<file path="config.mk">
export PLATFORM = sky130hd
export DESIGN_NAME = arb_req_stage
export DESIGN_NICKNAME = d
export VERILOG_FILES = /design/src/rtl/arb_pkg.sv /design/src/rtl/arb_pend_ctr.sv /design/src/rtl/arb_req_stage.sv
export SDC_FILE = /design/constraint.sdc
export NUM_CORES = 1
export LEC_CHECK = 0
export CORE_ASPECT_RATIO = 0.9
export CORE_MARGIN = 1
export CORE_UTILIZATION = 48
export CTS_CLUSTER_DIAMETER = 200
export DETAILED_ROUTE_END_ITERATION = 10
export PLACE_DENSITY = 0.83
export SETUP_SLACK_MARGIN = 0.02
export SYNTH_ARGS = -nofsm -noshare
export SYNTH_HDL_FRONTEND = slang
export SYNTH_SLANG_ARGS = --single-unit
</file>
<file path="constraint.sdc">
create_clock -name clk -period 3.4 [get_ports clk]
set_input_delay 0.51 -clock clk [delete_from_list [all_inputs] [get_ports clk]]
set_output_delay 0.51 -clock clk [all_outputs]
set_load 0.05 [all_outputs]
</file>
<file path="src/rtl/arb_pkg.sv">
// Shared types and helpers for the arbiter request stage.
package arb_pkg;
   localparam int N_REQ = 4;
   localparam int CNT_W = 3;

   typedef enum logic {ARB = 1'b0, XFER = 1'b1} state_t;

   // OR of set-bit indices; exact when vec is one-hot.
   function automatic logic [$clog2(N_REQ)-1:0] onehot_idx(input logic [N_REQ-1:0] vec);
      logic [$clog2(N_REQ)-1:0] idx;
      idx = '0;
      for (int i = 0; i < N_REQ; i++) begin
         if (vec[i]) idx = idx | i[$clog2(N_REQ)-1:0];
      end
      return idx;
   endfunction
endpackage

</file>
<file path="src/rtl/arb_pend_ctr.sv">
// Per-client pending counter: saturating up/down with sticky overflow.
module arb_pend_ctr #(
   parameter int CNT_W = 3
) (
   input  logic             clk,
   input  logic             rst,
   input  logic             inc,
   input  logic             dec,
   output logic [CNT_W-1:0] cnt,
   output logic             ovf
);
   logic [CNT_W-1:0] cnt_q, cnt_d;
   logic             ovf_q, ovf_d;

   always_comb begin
      cnt_d = cnt_q;
      ovf_d = ovf_q;
      if (inc && !dec) begin
         if (cnt_q == '1) ovf_d = 1'b1;
         else             cnt_d = cnt_q + 1'b1;
      end else if (dec && !inc && (cnt_q != '0)) begin
         cnt_d = cnt_q - 1'b1;
      end
   end

   always_ff @(posedge clk) begin
      if (!rst) begin
         cnt_q <= '0;
         ovf_q <= 1'b0;
      end else begin
         cnt_q <= cnt_d;
         ovf_q <= ovf_d;
      end
   end

   assign cnt = cnt_q;
   assign ovf = ovf_q;
endmodule

</file>
<file path="src/rtl/arb_req_stage.sv">
// Request feeder for the 4-way arbiter: pending counts, req/gnt handshake, fixed bursts.
// Optional stat_xfers/stat_busy counters are built when ARB_REQ_STATS_EN is defined.
//
// state | meaning
// ARB   | req driven from non-zero pending counts, waiting for a valid grant
// XFER  | owning the resource for BURST beats, req forced low
module arb_req_stage #(
   parameter int N     = arb_pkg::N_REQ,
   parameter int CNT_W = arb_pkg::CNT_W,
   parameter int BURST = 2
) (
   input  logic                 clk,
   input  logic                 rst,
   input  logic [N-1:0]         push,
   input  logic [N-1:0]         gnt,
   output logic [N-1:0]         req,
   output logic [N*CNT_W-1:0]   pend_cnt,
   output logic                 xfer_valid,
   output logic [$clog2(N)-1:0] xfer_id,
   output logic                 xfer_last,
   output logic [N-1:0]         ovf,
   output logic                 gnt_err
`ifdef ARB_REQ_STATS_EN
   ,
   output logic [15:0]          stat_xfers,
   output logic [15:0]          stat_busy
`endif
);
   import arb_pkg::*;

   localparam int ID_W   = $clog2(N);
   localparam int BEAT_W = (BURST > 1) ? $clog2(BURST) : 1;
   localparam logic [BEAT_W-1:0] LAST_BEAT = BEAT_W'(BURST - 1);

   state_t            state_q, state_d;
   logic [BEAT_W-1:0] beat_q, beat_d;
   logic [ID_W-1:0]   xfer_id_q, xfer_id_d;
   logic              gnt_err_q, gnt_err_d;
   logic [N-1:0]      cnt_nz;
   logic              accept, bad_gnt, last_beat;

   // A grant is taken only if it is one-hot and lands on a requesting client.
   always_comb begin
      accept  = (state_q == ARB) && $onehot(gnt) && ((gnt & req) != '0);
      bad_gnt = (state_q == ARB) && (gnt != '0) && !accept;
   end

   for (genvar i = 0; i < N; i++) begin : g_pend
      arb_pend_ctr #(.CNT_W(CNT_W)) u_ctr (
         .clk (clk),
         .rst (rst),
         .inc (push[i]),
         .dec (accept && gnt[i]),
         .cnt (pend_cnt[i*CNT_W +: CNT_W]),
         .ovf (ovf[i])
      );
      assign cnt_nz[i] = (pend_cnt[i*CNT_W +: CNT_W] != '0);
   end

   always_ff @(posedge clk) begin
      if (!rst) begin
         state_q   <= ARB;
         beat_q    <= '0;
         xfer_id_q <= '0;
         gnt_err_q <= 1'b0;
      end else begin
         state_q   <= state_d;
         beat_q    <= beat_d;
         xfer_id_q <= xfer_id_d;
         gnt_err_q <= gnt_err_d;
      end
   end

   always_comb begin
      state_d   = state_q;
      beat_d    = beat_q;
      xfer_id_d = xfer_id_q;
      gnt_err_d = gnt_err_q | bad_gnt;
      case (state_q)
         ARB: begin
            beat_d = '0;
            if (accept) begin
               state_d   = XFER;
               xfer_id_d = onehot_idx(gnt);
            end
         end
         XFER: begin
            if (last_beat) begin
               state_d = ARB;
               beat_d  = '0;
            end else begin
               beat_d = beat_q + 1'b1;
            end
         end
         default: state_d = ARB;
      endcase
   end

   always_comb begin
      last_beat  = (state_q == XFER) && (beat_q == LAST_BEAT);
      xfer_valid = (state_q == XFER);
      xfer_last  = last_beat;
      xfer_id    = xfer_id_q;
      gnt_err    = gnt_err_q;
      req        = (state_q == ARB) ? cnt_nz : '0;
   end

`ifdef ARB_REQ_STATS_EN
   logic [15:0] stat_xfers_q, stat_xfers_d;
   logic [15:0] stat_busy_q, stat_busy_d;

   always_comb begin
      stat_xfers_d = stat_xfers_q + {15'd0, accept};
      stat_busy_d  = stat_busy_q + {15'd0, (state_q == XFER)};
   end

   always_ff @(posedge clk) begin
      if (!rst) begin
         stat_xfers_q <= '0;
         stat_busy_q  <= '0;
      end else begin
         stat_xfers_q <= stat_xfers_d;
         stat_busy_q  <= stat_busy_d;
      end
   end

   assign stat_xfers = stat_xfers_q;
   assign stat_busy  = stat_busy_q;
`endif
endmodule
</file>
==> run summary <==
Crit path DAT - 3430 ps
Crit Path Category - in2reg
Worst slew pin tran - 504 ps
Synth top area cells - dfxtp_1, fa_1, mux2i_1, nor2_1, xnor2_1
Vias in the first global route - 1198
Max Cap Viol - 0
Asr flop ratio synth - 0%
Latest clock arrival within the worst-skew pair - 300 ps
Post-Syn Instances - 146
Drc violations - 1
Worst reg2reg startpoint - g_pend[2].u_ctr.cnt[0]$_SDFFE_PN0P_
Ports - 35
RSZ-0062 raised after global routing - no
Final net count - 206
Die area - 2980 sq um
Dpl hpwl - 2290 um
H-tree levels - 1
Syn Area/Cell - 9.09 sq um
GRT Total Usage - 22.1%
Detail Route Antenna Nets - 0
Finished Layout Cells - 215
IO Port Bufs - 34
Post-route design area - 1780 sq um
Crit share post-route - 95.4%
Outcome - finished with violations
Area share of the largest cell type after synthesis - 31.7%
Register area share after synthesis - 31.7%
Startpoint Class - primary input
Main synth FF type - dfxtp_1
Failing checks - DRC
Initial antenna violation count - 0
DRT Wirelength - 2980 um
CTS Hold Bufs - 0
VDD IR max - 0.335 mV
Largest net degree at the start of global routing - 14
Required time of the critical path - 3580 ps
CORE AREA - 2530 sq um
# clock sinks - 21
Starting density of the core - 52.4%
Inserted Diodes - 0
Post-synthesis cell type count - 32
Most common cell in the netlist - dfxtp_1
Number of synthesized register bits - 21
Count of final hold-check violations - 0
Hold path start - beat_q$_SDFF_PN0_
Post-Synth XOR/XNOR Area - 3.96%
DR iter-0 viols - 26
Syn Std Cell Area - 1330 sq um
Share of layout cells above drive strength 1 - 18.7%
Commonest cells post-synth - dfxtp_1, nor2_1, nand2_1, mux2i_1, inv_1
Max Slew Vio Count - 0
Clk slew on worst S/H paths - 110 ps
Wire per inst - 13.8 um
Pwr Density - 642 nW/um^2
Simple-Gate Fraction of Synth Area - 25.1%
Area delta synth->final - 34.1%
Syn_nets - 164
DR pass1 iterations - 7
Global-route wire length before repair - 5070 um
Hold slack - 438 ps
HP Class - reg2reg
Gr ovfl total - 0
Synth area leader - dfxtp_1
Row count - 17
Placer Congestion - 0.838
CTS tree - yes
Fin crit period - 3240 ps
Die W - 57.4 um
Final TNS setup - 0 ps
Post-Synth Adder-Cell Area - 10.4%
Inserted Clock Buffers - 3
Die Y-Extent - 51.9 um
Vias/cell - 5.34
Post-synthesis compound-gate area fraction - 14.6%
Worst Skew - 3.52 ps
Crit Path Max Fanout - 3
Placed Area - 1720 sq um
Ys Warns - 0
Main combinational cell family by area after synthesis - simple AND/OR/NAND/NOR gates
Post-synthesis mux area share - 7.54%
F_max - 308 MHz
Vias after detailed routing - 1149
Final Setup Violations - 0
EDFF count, synth - 0
CTS root buf - clkbuf_4
Launch point of the worst path - gnt[1]
Leak Pwr - 0.717 nW
Clock buffer depth - 2
Crit path capture type - register
Rel. slew slack - 66.3%
Placed Cells incl. Taps - 210
==> per-layer routing <==
layer	vias up	track usage (%)	share of wire, %
li1	582	-	-
met5	-	0	0
met3	2	5.47	4.5
met2	28	39.3	48
met1	537	26.8	47
met4	0	5.69	0.57
==> per-stage QoR <==
step           setup WS [ps]  utilization, %  power (W)
4_1_cts                 41.1            69.6    0.00114
6_report                 155            70.3    0.00114
2_1_floorplan            335               -   0.000811
3_5_place_dp            -313            68.0    0.00101
3_3_place_gp            -205            68.0   0.000995
5_1_grt                 44.5            70.3    0.00121
==> final cells by class <==
class / count / area [sq um]
Multi-Input combinational cell: 108 / 840
Fill cell: 199 / 751
Timing Repair Buffer: 45 / 425
Clock buffer: 4 / 26.3
Tap cell: 28 / 35.0
Sequential cell: 21 / 420
Inverter: 9 / 33.8
==> flip-flops by register name, indices dropped and copies added (netlist names) <==
register and flops:
xfer_id 2, g_pend.u_ctr.cnt 12, xfer_valid 1, gnt_err 1, beat_q 1, g_pend.u_ctr.ovf 4
==> path summary, 6_finish.rpt <==
check | to | slack (ps) | depth (start not counted)
worst max-delay path | g_pend[0].u_ctr.cnt[2]$_SDFFE_PN0P_ | 160 | 14
worst max register to register | g_pend[0].u_ctr.cnt[2]$_SDFFE_PN0P_ | 710 | 10
worst min register to register | beat_q$_SDFF_PN0_ | 440 | 1
worst min-delay path | beat_q$_SDFF_PN0_ | 440 | 1
==> cells by family after synthesis <==
| group | count (synthesis) |
|---|---|
| simple gates | 61 |
| compound gates | 23 |
| flops | 21 |
| buf+inv | 17 |
| mux | 10 |
| fa+ha+maj | 8 |
| xor+xnor | 6 |
==> where the power goes <==
| part | internal [W] | switching (W) |
|---|---|---|
| combinational | 0.000258 | 0.000421 |
| sequential | 0.000288 | 0.0000540 |
| clock | 0.0000458 | 0.0000753 |
==> placed cells by master, fill, tap and decap left out, types with 2 or more instances in the layout <==
cell type / n
or2_2: 2
fa_2: 3
nor2_1: 17
o21ai_1: 3
nand2_2: 2
dfxtp_1: 21
o21a_1: 5
o21ai_2: 2
o21ai_0: 3
nand3_1: 6
clkbuf_4: 3
or4b_1: 2
nand2_1: 10
xnor2_1: 6
nand2b_1: 4
buf_4: 11
inv_1: 8
a21oi_2: 2
fa_1: 2
clkdlybuf4s50_1: 33
and2_1: 2
or3_1: 4
mux2i_1: 10
nand3_2: 2
o32a_2: 2
nor3_1: 6
a21oi_4: 2
ha_1: 2
nor3b_1: 3
==> critical path, cell delays in order <==
cell and delay [ps]:
clkdlybuf4s50_1 480, inv_1 70, fa_1 500, inv_1 40, ha_1 200, ha_4 280, nor4b_4 40, nand2_2 80
o21ai_1 70, fa_2 340, or3_1 370, mux2i_1 210, xnor2_1 150, nor2_1 60
==> repair_timing <==
action                     4_1_cts  5_1_grt
setup endpoints to repair        1        6
pin swaps                        0        3
buffers inserted                 0        1
resized for setup                1        9
Power figures use the tool's default switching activity.
